[src/rtl/microcode_pkg.sv]
// -----------------------------------------------------------------------------
// microcode_pkg
// Shared encodings for the microcode next-address controller: sequencer op
// codes, the HOLD displacement, controller state, decode action and fault codes.
// -----------------------------------------------------------------------------
package microcode_pkg;

    // Sequencer op encodings (also used for the microword's own op field).
    localparam logic [1:0] SEQ_NEXT = 2'd0;
    localparam logic [1:0] SEQ_JUMP = 2'd1;
    localparam logic [1:0] SEQ_CALL = 2'd2;
    localparam logic [1:0] SEQ_RET  = 2'd3;

    // Relative jump by -1 from pc=A+1 lands back on A: the HOLD command.
    localparam logic [11:0] HOLD_DISP = 12'hFFF;

    // Sticky fault codes.
    localparam logic [1:0] FAULT_NONE    = 2'd0;
    localparam logic [1:0] FAULT_OVF     = 2'd1;
    localparam logic [1:0] FAULT_UNF     = 2'd2;
    localparam logic [1:0] FAULT_TIMEOUT = 2'd3;

    typedef enum logic [1:0] {
        RUN   = 2'd0,
        STALL = 2'd1,
        FAULT = 2'd2
    } state_e;

    // What the controller presents to the sequencer this cycle.
    typedef enum logic [1:0] {
        ACT_PASS = 2'd0,   // effective microword op, uw_rel, uw_addr
        ACT_HOLD = 2'd1,   // re-present the current microword
        ACT_TRAP = 2'd2    // absolute call to the trap vector
    } action_e;

endpackage

[src/rtl/microcode_if.sv]
// -----------------------------------------------------------------------------
// microcode_if
// Bundles the current microword fields, datapath/handshake inputs, the
// sequencer command outputs and the controller status outputs.
//   master : drives microword / cond / wait_req / trap_req, observes the rest
//   slave  : the controller (consumes microword, drives seq_* and status)
// -----------------------------------------------------------------------------
interface microcode_if #(
    parameter int ADDR_W = 12
);
    // Current microword (registered control-store output)
    logic [1:0]        uw_op;
    logic              uw_rel;
    logic [ADDR_W-1:0] uw_addr;
    logic [2:0]        uw_cond_sel;
    logic              uw_cond_inv;
    logic              uw_wait;
    // Datapath / handshake inputs
    logic [7:0]        cond;
    logic              wait_req;
    logic              trap_req;
    // Sequencer command
    logic [1:0]        seq_op;
    logic              seq_rel;
    logic [ADDR_W-1:0] seq_din;
    // Status
    logic              trap_ack;
    logic [2:0]        depth;
    logic [1:0]        fault;

    modport master (
        output uw_op, uw_rel, uw_addr, uw_cond_sel, uw_cond_inv, uw_wait,
        output cond, wait_req, trap_req,
        input  seq_op, seq_rel, seq_din, trap_ack, depth, fault
    );

    modport slave (
        input  uw_op, uw_rel, uw_addr, uw_cond_sel, uw_cond_inv, uw_wait,
        input  cond, wait_req, trap_req,
        output seq_op, seq_rel, seq_din, trap_ack, depth, fault
    );
endinterface

[src/rtl/microcode_cond_select.sv]
// -----------------------------------------------------------------------------
// microcode_cond_select
// Combinational condition mux with optional inversion.
//   cond_sel  in  3 : 0 selects constant true, 1..7 select cond[1..7]
//   cond_inv  in  1 : invert the selected condition
//   cond      in  8 : datapath flags (bit 0 is never selected)
//   cond_true out 1 : resulting branch condition
// -----------------------------------------------------------------------------
module microcode_cond_select (
    input  logic [2:0] cond_sel,
    input  logic       cond_inv,
    input  logic [7:0] cond,
    output logic       cond_true
);
    logic selected;

    always_comb begin
        selected  = (cond_sel == 3'd0) ? 1'b1 : cond[cond_sel];
        cond_true = selected ^ cond_inv;
    end
endmodule

[src/rtl/microcode_controller.sv]
// -----------------------------------------------------------------------------
// microcode_controller
// Next-address controller between the control-store output register and the
// 12-bit microprogram sequencer. Turns the current microword's next-control
// field, conditions, wait handshake and trap requests into sequencer commands,
// shadows the sequencer's return-stack depth to catch overflow/underflow, and
// times out over-long wait stalls.
//   clock     in  : system clock
//   reset     in  : asynchronous, active-low
//   bus       slave modport of microcode_if:
//     seq_op/seq_rel/seq_din : combinational sequencer command (zero latency)
//     trap_ack/depth/fault   : registered status
// trap_ack is registered, so it is high in the cycle after the trap call is
// presented to the sequencer, for exactly one cycle.
// -----------------------------------------------------------------------------
module microcode_controller
    import microcode_pkg::*;
#(
    parameter int                ADDR_W      = 12,
    parameter int                STACK_DEPTH = 4,
    parameter logic [ADDR_W-1:0] TRAP_VECTOR = 12'h010,
    parameter int                WAIT_LIMIT  = 255
) (
    input  logic         clock,
    input  logic         reset,
    microcode_if.slave   bus
);
    localparam int                CNT_W      = $clog2(WAIT_LIMIT + 1);
    localparam logic [CNT_W-1:0]  CNT_LIMIT  = CNT_W'(WAIT_LIMIT);
    localparam logic [CNT_W-1:0]  CNT_MAX    = '1;
    localparam logic [2:0]        DEPTH_FULL = 3'(STACK_DEPTH);
    localparam logic [ADDR_W-1:0] HOLD_DIN   = ADDR_W'(HOLD_DISP);

    // Registered state
    state_e           state_q,      state_d;
    logic [2:0]       depth_q,      depth_d;
    logic [1:0]       fault_q,      fault_d;
    logic [CNT_W-1:0] stall_cnt_q,  stall_cnt_d;
    logic             in_trap_q,    in_trap_d;
    logic [2:0]       trap_depth_q, trap_depth_d;
    logic             trap_ack_q,   trap_ack_d;

    // Decode
    logic       cond_true;
    logic [1:0] eff_op;
    action_e    action;
    logic [1:0] fault_evt;
    logic       evaluate;

    microcode_cond_select u_cond_select (
        .cond_sel  (bus.uw_cond_sel),
        .cond_inv  (bus.uw_cond_inv),
        .cond      (bus.cond),
        .cond_true (cond_true)
    );

    // A failed condition turns any op into a plain sequential step.
    assign eff_op = cond_true ? bus.uw_op : SEQ_NEXT;

    // Decide this cycle's action and whether it raises a fault.
    always_comb begin
        action    = ACT_PASS;
        fault_evt = FAULT_NONE;
        evaluate  = 1'b0;

        case (state_q)
            RUN: begin
                if (bus.uw_wait && bus.wait_req) begin
                    action = ACT_HOLD;
                end else begin
                    evaluate = 1'b1;
                end
            end
            STALL: begin
                // Only wait_req matters while stalled; a trap request cannot
                // break the stall but is honoured on the release cycle.
                if (bus.wait_req) begin
                    action = ACT_HOLD;
                    if (stall_cnt_q == CNT_LIMIT) begin
                        fault_evt = FAULT_TIMEOUT;
                    end
                end else begin
                    evaluate = 1'b1;
                end
            end
            default: begin
                action = ACT_HOLD;
            end
        endcase

        if (evaluate) begin
            if (eff_op == SEQ_CALL && depth_q == DEPTH_FULL) begin
                action    = ACT_HOLD;
                fault_evt = FAULT_OVF;
            end else if (eff_op == SEQ_RET && depth_q == 3'd0) begin
                action    = ACT_HOLD;
                fault_evt = FAULT_UNF;
            end else if (eff_op == SEQ_NEXT && bus.trap_req && !in_trap_q
                         && depth_q < DEPTH_FULL) begin
                action = ACT_TRAP;
            end
        end
    end

    // Next-state logic
    always_comb begin
        state_d      = state_q;
        depth_d      = depth_q;
        fault_d      = fault_q;
        stall_cnt_d  = stall_cnt_q;
        in_trap_d    = in_trap_q;
        trap_depth_d = trap_depth_q;
        trap_ack_d   = 1'b0;

        if (fault_evt != FAULT_NONE) begin
            state_d = FAULT;
            fault_d = fault_evt;
        end else if (state_q != FAULT) begin
            case (action)
                ACT_HOLD: begin
                    // Only a wait can hold without faulting.
                    state_d = STALL;
                    if (state_q == RUN) begin
                        stall_cnt_d = CNT_W'(1);
                    end else if (stall_cnt_q != CNT_MAX) begin
                        stall_cnt_d = stall_cnt_q + CNT_W'(1);
                    end
                end
                ACT_TRAP: begin
                    state_d      = RUN;
                    stall_cnt_d  = '0;
                    depth_d      = depth_q + 3'd1;
                    in_trap_d    = 1'b1;
                    trap_depth_d = depth_q;
                    trap_ack_d   = 1'b1;
                end
                default: begin
                    state_d     = RUN;
                    stall_cnt_d = '0;
                    if (eff_op == SEQ_CALL) begin
                        depth_d = depth_q + 3'd1;
                    end else if (eff_op == SEQ_RET) begin
                        depth_d = depth_q - 3'd1;
                        // Popping the trap frame ends the trap handler.
                        if (in_trap_q && (depth_q - 3'd1) == trap_depth_q) begin
                            in_trap_d = 1'b0;
                        end
                    end
                end
            endcase
        end
    end

    // State register
    always_ff @(posedge clock or negedge reset) begin
        if (!reset) begin
            state_q      <= RUN;
            depth_q      <= 3'd0;
            fault_q      <= FAULT_NONE;
            stall_cnt_q  <= '0;
            in_trap_q    <= 1'b0;
            trap_depth_q <= 3'd0;
            trap_ack_q   <= 1'b0;
        end else begin
            state_q      <= state_d;
            depth_q      <= depth_d;
            fault_q      <= fault_d;
            stall_cnt_q  <= stall_cnt_d;
            in_trap_q    <= in_trap_d;
            trap_depth_q <= trap_depth_d;
            trap_ack_q   <= trap_ack_d;
        end
    end

    // Output logic
    always_comb begin
        case (action)
            ACT_HOLD: begin
                bus.seq_op  = SEQ_JUMP;
                bus.seq_rel = 1'b1;
                bus.seq_din = HOLD_DIN;
            end
            ACT_TRAP: begin
                bus.seq_op  = SEQ_CALL;
                bus.seq_rel = 1'b0;
                bus.seq_din = TRAP_VECTOR;
            end
            default: begin
                bus.seq_op  = eff_op;
                bus.seq_rel = bus.uw_rel;
                bus.seq_din = bus.uw_addr;
            end
        endcase
    end

    assign bus.trap_ack = trap_ack_q;
    assign bus.depth    = depth_q;
    assign bus.fault    = fault_q;

endmodule

[src/flat_wrapper.sv]
// flat-port wrapper written by rule: the top's interface ports become plain ports
module microcode_controller_flat import microcode_pkg::*;
#(
    parameter int                ADDR_W      = 12,
    parameter int                STACK_DEPTH = 4,
    parameter logic [ADDR_W-1:0] TRAP_VECTOR = 12'h010,
    parameter int                WAIT_LIMIT  = 255
)
  (clock, reset, bus_uw_op, bus_uw_rel, bus_uw_addr, bus_uw_cond_sel, bus_uw_cond_inv, bus_uw_wait, bus_cond, bus_wait_req, bus_trap_req, bus_seq_op, bus_seq_rel, bus_seq_din, bus_trap_ack, bus_depth, bus_fault);
  microcode_if #(.ADDR_W(ADDR_W)) bus_i ();
  input  logic clock;
  input  logic reset;
  input wire logic [$bits(bus_i.uw_op)-1:0] bus_uw_op;
  input wire logic [$bits(bus_i.uw_rel)-1:0] bus_uw_rel;
  input wire logic [$bits(bus_i.uw_addr)-1:0] bus_uw_addr;
  input wire logic [$bits(bus_i.uw_cond_sel)-1:0] bus_uw_cond_sel;
  input wire logic [$bits(bus_i.uw_cond_inv)-1:0] bus_uw_cond_inv;
  input wire logic [$bits(bus_i.uw_wait)-1:0] bus_uw_wait;
  input wire logic [$bits(bus_i.cond)-1:0] bus_cond;
  input wire logic [$bits(bus_i.wait_req)-1:0] bus_wait_req;
  input wire logic [$bits(bus_i.trap_req)-1:0] bus_trap_req;
  output wire logic [$bits(bus_i.seq_op)-1:0] bus_seq_op;
  output wire logic [$bits(bus_i.seq_rel)-1:0] bus_seq_rel;
  output wire logic [$bits(bus_i.seq_din)-1:0] bus_seq_din;
  output wire logic [$bits(bus_i.trap_ack)-1:0] bus_trap_ack;
  output wire logic [$bits(bus_i.depth)-1:0] bus_depth;
  output wire logic [$bits(bus_i.fault)-1:0] bus_fault;
  assign bus_i.uw_op = bus_uw_op;
  assign bus_i.uw_rel = bus_uw_rel;
  assign bus_i.uw_addr = bus_uw_addr;
  assign bus_i.uw_cond_sel = bus_uw_cond_sel;
  assign bus_i.uw_cond_inv = bus_uw_cond_inv;
  assign bus_i.uw_wait = bus_uw_wait;
  assign bus_i.cond = bus_cond;
  assign bus_i.wait_req = bus_wait_req;
  assign bus_i.trap_req = bus_trap_req;
  assign bus_seq_op = bus_i.seq_op;
  assign bus_seq_rel = bus_i.seq_rel;
  assign bus_seq_din = bus_i.seq_din;
  assign bus_trap_ack = bus_i.trap_ack;
  assign bus_depth = bus_i.depth;
  assign bus_fault = bus_i.fault;
  microcode_controller #(.ADDR_W(ADDR_W), .STACK_DEPTH(STACK_DEPTH), .TRAP_VECTOR(TRAP_VECTOR), .WAIT_LIMIT(WAIT_LIMIT)) u_core (.clock(clock), .reset(reset), .bus(bus_i));
endmodule
[config.mk]
export PLATFORM = sky130hd
export DESIGN_NAME = microcode_controller_flat
export DESIGN_NICKNAME = d
export VERILOG_FILES = /design/src/rtl/microcode_pkg.sv /design/src/rtl/microcode_if.sv /design/src/rtl/microcode_cond_select.sv /design/src/rtl/microcode_controller.sv /design/src/flat_wrapper.sv
export SDC_FILE = /design/constraint.sdc
export NUM_CORES = 1
export LEC_CHECK = 0
export ABC_CLOCK_PERIOD_IN_PS = 8300
export CAP_MARGIN = 20
export CORE_ASPECT_RATIO = 1.5
export CORE_MARGIN = 4
export CORE_UTILIZATION = 48
export CTS_CLUSTER_SIZE = 24
export DETAILED_ROUTE_END_ITERATION = 6
export PLACE_DENSITY = 0.83
export RECOVER_POWER = 25
export SLEW_MARGIN = 25
export SYNTH_ARGS = -nofsm -noshare
export SYNTH_HDL_FRONTEND = slang
export SYNTH_SLANG_ARGS = --single-unit
export TNS_END_PERCENT = 10
[constraint.sdc]
create_clock -name clock -period 8.3 [get_ports clock]
set_input_delay 1.66 -clock clock [delete_from_list [all_inputs] [get_ports clock]]
set_output_delay 1.66 -clock clock [all_outputs]
set_load 0.005 [all_outputs]
==> run metrics, run 1 <==
final hold vios 0; number of flops mapped to enable cells by yosys 0; setup slack after layout ~1700 ps; Syn Inst Count between 150 and 200; die area 4030 µm²; Switching Power 0.0481 mW; Worst-path clk slew about 80 ps; IO Count 53; Post-layout nets 265; vias in the first global route 1494; pin count of the biggest net entering global routing 21; hold_sp u_core.stall_cnt_q[6]; final period utilization 0.796; Worst Hold Depth 1; Hold Path Sink u_core.stall_cnt_q[6]; routed len/inst 14.3 µm; Post CTS Setup Buffer Count 0; cell with the most instances after synthesis nand2_1; Synth top cells by count nand2_1, dfrtp_1, o21ai_0; starting density of the core 0.505; via/cell ratio 5.54; worst reg2reg path depth 11; synth top area cells dfrtp_1, nand2_1, o21ai_0; maxcap violations 0; CP max FO 17; worst-case clock buffer depth 2; hold crit path type reg -> reg; status completed; Clock Skews 1.90 ps; CP arrival between 4000 and 5000 ps; Core Area 2910 µm²; peak supply drop 0.0756 mV; vias post-DR 1467; critical path class in -> out; sequential power share 0.432; pre-CTS setup slack 1670 ps; CTS tree done; Warnings, synthesis 0; RR Endpoint u_core.stall_cnt_q[3]; Remaining DRCs 0; Antenna Cells 0; final setup vio count 0; Total Neg Setup Slack 0 ps; CP startpoint kind primary input; die width ~53 µm; Unique masters post-synth 45; hold buffers post-CTS 0; Post-Route WL 3800 µm; DRT Pass-1 Iters 4; global-route wire length before repair 6380 µm; clock network power share 0.430; share of layout cells above drive strength 1 0.0575; total grt overflow 0; clock sinks 20; R2R Setup Slk roughly 5600 ps; M1 GR Usage 0.198; Crit path required time between 6000 and 7000 ps; Final Slew Violations 0; post-route minimum period 6610 ps; internal power about 0.18 mW; Leakage 0.863 nW; Port Buf Inserts 51; Iter 0 DRT Violations 40; asr flop ratio synth 1.00; met3 usage 0.0411; Crit. End Element output pin; RSZ-0062 raised after global routing false; Synth Area per Inst 8.35 µm²; sw frac 0.211; Power Density 110 nW/µm²; CTS root buffer clkbuf_8; gpl congestion roughly 0.79; Die H 75.8 µm; mapped cell area 1470 µm²; PostCTS Resize Cnt 0; antenna viol nets, final 0; GRT Overall Usage 0.210; register area share after synthesis 0.340; met2 usage 0.421; relative slew slack 0.268; initial antenna violation count 0; insertion delay to the later sink of the worst-skew pair 260 ps; Layout area overhead 40.7%; RR Startpoint u_core.bus.depth[0]; Area after DPL ~2000 µm²; HPWL after DPL 3060 µm; final instance area ~2100 µm²; H-Tree Depth 1; ys flop type dfrtp_1; num rows 24; leading area contributor after synthesis dfrtp_1; TritonCTS Buffers 3; Synth top area share 0.340; Synth Register Bits 20; post-synth net total about 210; actual slew at the worst max-slew pin 1100 ps; fmax 0.151 GHz; most crowded layer after global routing met2; Gate power share 0.137
## cells in the final DEF (no fill, tap or decap), drive strengths merged
cell type / count
clkdlybuf4s50: 50
nand2: 35
dfrtp: 20
o21ai: 19
nor2: 14
inv: 13
nand3: 7
mux2i: 6
a21oi: 6
ha: 6
xnor2: 6
clkbuf: 4
nand2b: 3
nor3: 3
o21a: 2
nor3b: 2
xor2: 2
and3: 2
nor2b: 2
nand4: 2
o31ai: 2
a31oi: 2
o22ai: 1
a211oi: 1
and2: 1
o2bb2ai: 1
a311o: 1
or3b: 1
a22o: 1
o211ai: 1
o311a: 1
nor4: 1
a31o: 1
a22oi: 1
o2111ai: 1
o41ai: 1
and4: 1
a32o: 1
a41oi: 1
bufinv: 1
## worst max-delay path by stage
stage,startpoint,end,slack (ps),depth (start not counted)
global placement,bus_uw_cond_sel[1],bus_seq_din[9],1780,12
floorplan,bus_uw_cond_sel[1],bus_seq_din[0],2920,12
detailed placement,bus_uw_cond_sel[1],bus_seq_op[0],1670,12
finish,bus_uw_cond_sel[1],bus_seq_op[0],1690,12
CTS,bus_uw_cond_sel[1],bus_seq_op[0],1640,12
global route,bus_uw_cond_sel[1],bus_seq_op[0],1430,11
## per-layer routing
layer	share of wire	wire, µm	vias up
met4	0.032	120	0
met3	0.052	197	11
li1	-	-	718
met5	0	0	-
met2	0.54	2060	58
met1	0.37	1420	680
## registers in the layout, indices dropped and copies added, names as in the netlist
register / count
u_core.bus.trap_ack: 1
u_core.bus.fault: 2
u_core.trap_depth_q: 3
u_core.bus.depth: 3
u_core.state_q: 2
u_core.in_trap_q: 1
u_core.stall_cnt_q: 8
## power by group through the flow
| stage | Combinational, mW | Sequential (mW) | Clock [mW] |
|---|---|---|---|
| floorplan | 0.0126 | 0.100 | 0 |
| global placement | 0.0306 | 0.101 | 0 |
| detailed placement | 0.0320 | 0.101 | 0 |
| CTS | 0.0322 | 0.0988 | 0.100 |
| global route | 0.0342 | 0.0989 | 0.102 |
| finish | 0.0314 | 0.0988 | 0.0983 |
## final cells by class
cell class,instances,area (µm²)
Fill cell,231,845
Sequential cell,20,500
Timing Repair Buffer,51,504
Multi-Input combinational cell,138,892
Inverter,13,51.3
Clock inverter,1,30.0
Tap cell,39,48.8
Clock buffer,3,41.3
## through the flow
stage	util	instances	total power, mW	hold slack, ps
after floorplan	-	176	0.113	465
after global placement	0.688	261	0.131	475
after CTS	0.712	265	0.231	508
after detailed placement	0.688	261	0.133	491
final	0.710	265	0.228	509
after global routing	0.710	265	0.236	517
## cell families (layout without fill, tap and decap cells)
logic type | after synthesis | count (layout) | synth area share
AOI/OAI and AO/OA | 44 | 44 | 0.208
xor gates and xnor gates | 8 | 8 | 0.0604
adders and majority gates | 6 | 6 | 0.0511
buffers and inverters | 18 | 68 | 0.0528
DFF | 20 | 20 | 0.340
muxes | 6 | 6 | 0.0409
and+or+nand+nor | 74 | 74 | 0.247
## worst max-delay path: stages
cell	delay, ps
clkdlybuf4s50_1	530
mux2i_1	100
a211oi_2	370
nor2_4	80
xnor2_4	310
o21ai_0	140
nand3_1	120
inv_1	50
ha_1	560
nand2b_1	430
nand2_1	100
clkdlybuf4s50_1	480
Note: power is estimated with default switching activity, not from simulation.
==> inputs of run 2 (changes only) <==
Settings changed: ABC_CLOCK_PERIOD_IN_PS 8300 to 6350, CORE_UTILIZATION 48 to 45, PLACE_DENSITY 0.83 to 0.78.
Clock period 8.3 ns to 6.35 ns, I/O delays scaled along.
==> run metrics, run 2 (synthesis results as in run 1) <==
status completed; vias post-DR 1487; pin count of the biggest net entering global routing 21; peak supply drop 0.0656 mV; commonest cells after routing, fill and taps aside clkdlybuf4s50_1, nand2_1, dfrtp_1, o21ai_0, nor2_1; Post CTS Setup Buffer Count 0; worst hold slack 495 ps; maxcap violations 0; die width approximately 55 µm; RSZ-0062 raised after global routing false; starting density of the core 0.465; Layout area overhead 39.1%; HPWL after DPL 3080 µm; RR Startpoint u_core.bus.depth[0]; Antenna Cells 0; via/cell ratio 5.61; WP buf/inv 3; Gate power share 0.165; Worst Hold Depth 1; CTS tree done; global-route wire length before repair 6420 µm; Final Core Density 0.648; CP max FO 17; sequential power share 0.514; Port Buf Inserts about 50; Total Power 0.252 mW; share of layout cells above drive strength 1 0.0533; Core Area around 3200 µm²; worst-case clock buffer depth 2; Hold Path Sink u_core.stall_cnt_q[6]; R2R Setup Slk 3570 ps; GRT Overall Usage 0.197; routed len/inst ~14 µm; Switching Power ~0.057 mW; final setup vio count 0; actual slew at the worst max-slew pin ~890 ps; H-Tree Depth 1; internal power 0.194 mW; Leakage 0.852 nW; slowest stage cell, crit path clkdlybuf4s50_1; pre-CTS setup slack 486 ps; Iter 0 DRT Violations 30; num rows 25; CP Cell Sequence clkdlybuf4s50_1 > nor3b_1 > a211oi_2 > nor2_4 > xnor2_4 > o21ai_0 > nand3_1 > inv_1 > ha_1 > nand2b_1 > nand2_1 > clkdlybuf4s50_1; RR Endpoint u_core.stall_cnt_q[3]; PostCTS Resize Cnt 0; max FFs per register 8; hold crit path type reg -> reg; setup slack after layout 506 ps; Power Density roughly 120 nW/µm²; CP arrival roughly 4600 ps; relative slew slack 0.406; critical path class in -> out; Clock Skews 5.44 ps; cell mode on critical path clkdlybuf4s50_1; final hold vios 0; fmax around 0.17 GHz; Crit path required time between 5000 and 6000 ps; Crit. End Element output pin; Post-layout nets roughly 270; Critical Path Source bus_uw_cond_sel[2]; clock sinks 20; total grt overflow 0; post-route minimum period 5840 ps; hold buffers post-CTS 0; DRT Pass-1 Iters 4; Total Neg Setup Slack 0 ps; most common cell after layout, fill and taps aside clkdlybuf4s50_1; vias in the first global route between 1.5k and 2k; Die H approximately 78 µm; worst reg2reg path depth 11; TritonCTS Buffers 3; Post-Route WL 3810 µm; antenna viol nets, final 0; sw frac 0.228; delay-heaviest family, CP buffers and inverters; hold_sp u_core.stall_cnt_q[6]; Crit path largest cell delay 580 ps; Reg with most FFs u_core.stall_cnt_q; gpl congestion 0.726; final period utilization 0.920; initial antenna violation count 0; insertion delay to the later sink of the worst-skew pair about 250 ps; IO Count 53; Final Slew Violations 0; Worst-path clk slew roughly 60 ps; CTS root buffer clkbuf_8; Remaining DRCs 0; clock network power share 0.321; CP startpoint kind primary input; die area 4260 µm²
[run 2: cell types whose count changed in the layout (fill, tap and decap cells not counted)]
cell,before,now
clkbuf_1,1,0
dlygate4sd3_1,0,1
bufinv_16,1,0
[run 2: how the worst max path moves through the flow]
stage,endpoint,slack [ps],cells past startpoint
finish,bus_seq_din[11],510,12
global route,bus_seq_din[5],190,12
CTS,bus_seq_din[11],470,12
detailed placement,bus_seq_din[11],490,12
global placement,bus_seq_din[3],600,12
floorplan,bus_seq_din[0],1750,12
[run 2: metal layers]
metal	wire [µm]	global-route usage	share of wire
met5	0	0	0
met4	58	0.0698	0.015
met3	320	0.0537	0.084
met2	2010	0.365	0.53
met1	1420	0.195	0.37
[run 2: final cells by class]
type	instances	area, µm²
well taps	40	50.0
repair buffers	51	510
clock buffers	3	41.3
fillers	263	1110
multi-input cells	138	892
inverters	13	51.3
flip-flops and latches	20	500
[run 2: stage by stage]
| stage | instances | area [µm²] |
|---|---|---|
| floorplan | 176 | 1470 |
| CTS | 265 | 2050 |
| finish | 265 | 2050 |
| detailed placement | 262 | 2000 |
| global route | 265 | 2050 |
| global placement | 262 | 2000 |
[run 2: worst reg2reg max path: cells and delay by family (launching register included)]
family	cells	cell delay, ps
compound gates	1	370
fa+ha+maj	2	560
buf+inv	3	360
flops	1	420
simple gates	5	1030
[run 2: power groups by stage]
stage / clock network, mW / registers, mW / logic, mW
floorplan: 0 / 0.131 / 0.0165
global placement: 0 / 0.132 / 0.0406
detailed placement: 0 / 0.132 / 0.0417
CTS: 0.0825 / 0.129 / 0.0419
global route: 0.0894 / 0.129 / 0.0447
finish: 0.0808 / 0.129 / 0.0415
==> inputs of run 3 (changes only) <==
--- a/config.mk
+++ b/config.mk
@@ -11,6 +11,6 @@
 export CORE_MARGIN = 4
-export CORE_UTILIZATION = 45
+export CORE_UTILIZATION = 25
 export CTS_CLUSTER_SIZE = 24
 export DETAILED_ROUTE_END_ITERATION = 6
-export PLACE_DENSITY = 0.78
+export PLACE_DENSITY = 0.48
 export RECOVER_POWER = 25
--- a/constraint.sdc
+++ b/constraint.sdc
@@ -3,2 +3,2 @@
 set_output_delay 1.27 -clock clock [all_outputs]
-set_load 0.005 [all_outputs]
+set_load 0.05 [all_outputs]
==> run metrics, run 3 (synthesis results as in run 1) <==
Final Core Density 0.364; total grt overflow 0; Port Buf Inserts 51; peak supply drop 0.0626 mV; Core Area 5740 µm²; clock sinks 20; Worst Hold Depth 1; Switching Power around 0.064 mW; Post CTS Setup Buffer Count 0; worst-case clock buffer depth 2; PostCTS Resize Cnt 0; Iter 0 DRT Violations 54; Die H a little over 100 µm; GRT Overall Usage 0.114; most common cell after layout, fill and taps aside clkdlybuf4s50_1; Remaining DRCs 0; final setup vio count 0; maxcap violations 0; starting density of the core 0.256; Post-Route WL 3980 µm; Final Slew Violations 0; Antenna Cells 0; non-filler instance count after layout 300; Worst-path clk slew roughly 70 ps; final hold vios 0; antenna viol nets, final 0; vias post-DR between 1k and 1.5k; Reg with most FFs u_core.stall_cnt_q; Layout area overhead 42.3%; final instance area between 2000 and 2500 µm²; routed len/inst 13.3 µm; CTS tree done; die area 7200 µm²; gpl congestion 0.731; initial antenna violation count 0; commonest cells after routing, fill and taps aside clkdlybuf4s50_1, nand2_1, dfrtp_1, o21ai_0, buf_4; TritonCTS Buffers 3; Setup crit end bus_seq_din[4]; IO Count 53; Total Neg Setup Slack 0 ps; CTS root buffer clkbuf_8; H-Tree Depth 1; max FFs per register 8; CP startpoint kind primary input; CP max FO 11; actual slew at the worst max-slew pin 1160 ps; final period utilization 0.899; relative slew slack 0.230; HPWL after DPL 3170 µm; RR Startpoint u_core.bus.depth[0]; worst reg2reg path depth 11; Clock Skews 8.65 ps; hold crit path type reg -> reg; clock network power share 0.430; Crit. End Element output pin; insertion delay to the later sink of the worst-skew pair between 200 and 300 ps; via/cell ratio 4.72; Post-layout nets 267; Gate power share 0.139; RSZ-0062 raised after global routing false; num rows 34; Power Density 143 nW/µm²; status completed; sequential power share 0.431; internal power approximately 0.24 mW; Total Power 0.300 mW; DRT Pass-1 Iters 4; sw frac 0.213; Crit path required time 5080 ps; hold buffers post-CTS 0; R2R Setup Slk 3610 ps; Area after DPL 2030 µm²; share of layout cells above drive strength 1 0.123; placed cells 296; fmax 0.175 GHz; Leakage 0.870 nW; critical path class in -> out; Critical Path Source bus_uw_cond_sel[2]; global-route wire length before repair 6530 µm; pin count of the biggest net entering global routing 21; vias in the first global route 1444; die width 70.6 µm; CP arrival 4440 ps; RR Endpoint u_core.stall_cnt_q[3]; post-route minimum period 5710 ps; Fillers 617
-- run 3: cell count changes in the layout (fill, tap and decap cells not counted), sizes merged --
cell	before	now
clkbuf	3	4
clkdlybuf4s50	50	37
buf	0	15
dlygate4sd3	1	0
bufinv	0	1
-- run 3: layer usage --
layer / up-vias / wire [µm] / GRT usage
li1: 720 / - / -
met1: 642 / 1630 / 0.124
met2: 51 / 2020 / 0.215
met3: 4 / 272 / 0.0226
met4: 0 / 52 / 0.0478
met5: - / 0 / 0
-- run 3: cell type report --
class | instances | area, µm² | area share
clock buffers | 3 | 41.3 | 0.0197
clock inverters | 1 | 30.0 | 0.0144
inverters | 13 | 51.3 | 0.0245
multi-input cells | 138 | 892 | 0.426
flip-flops and latches | 20 | 500 | 0.239
well taps | 72 | 90.1 | 0.0431
repair buffers | 53 | 487 | 0.233
-- run 3: worst min path at each step --
stage                          startpoint                     to  slack, ps
CTS                 u_core.stall_cnt_q[6]  u_core.stall_cnt_q[6]        510
detailed placement  u_core.stall_cnt_q[6]  u_core.stall_cnt_q[6]        490
global route        u_core.stall_cnt_q[6]  u_core.stall_cnt_q[6]        530
floorplan           u_core.stall_cnt_q[6]  u_core.stall_cnt_q[6]        460
finish              u_core.stall_cnt_q[6]  u_core.stall_cnt_q[6]        510
global placement    u_core.stall_cnt_q[6]  u_core.stall_cnt_q[6]        490
-- run 3: worst max-delay path, stage by stage --
cell             delay (ps)
clkdlybuf4s50_1         570
nor3b_1                  80
a211oi_2                350
nor2_4                   80
xnor2_4                 330
o21ai_0                 150
nand3_1                 120
inv_1                    50
ha_1                    360
buf_4                   210
nand2b_1                 70
clkdlybuf4s50_1         800
-- run 3: power groups by stage --
stage | clock [mW] | sequential (mW) | combinational [mW]
after floorplan | 0 | 0.131 | 0.0165
final | 0.129 | 0.129 | 0.0418
after CTS | 0.134 | 0.129 | 0.0429
after detailed placement | 0 | 0.132 | 0.0426
after global placement | 0 | 0.132 | 0.0426
after global routing | 0.138 | 0.129 | 0.0449
-- run 3: through the flow --
stage               worst slack, ps  hold slack (ps)
floorplan                      1210              465
global placement                621              494
detailed placement              613              490
CTS                             604              509
global route                    501              532
finish                          639              507
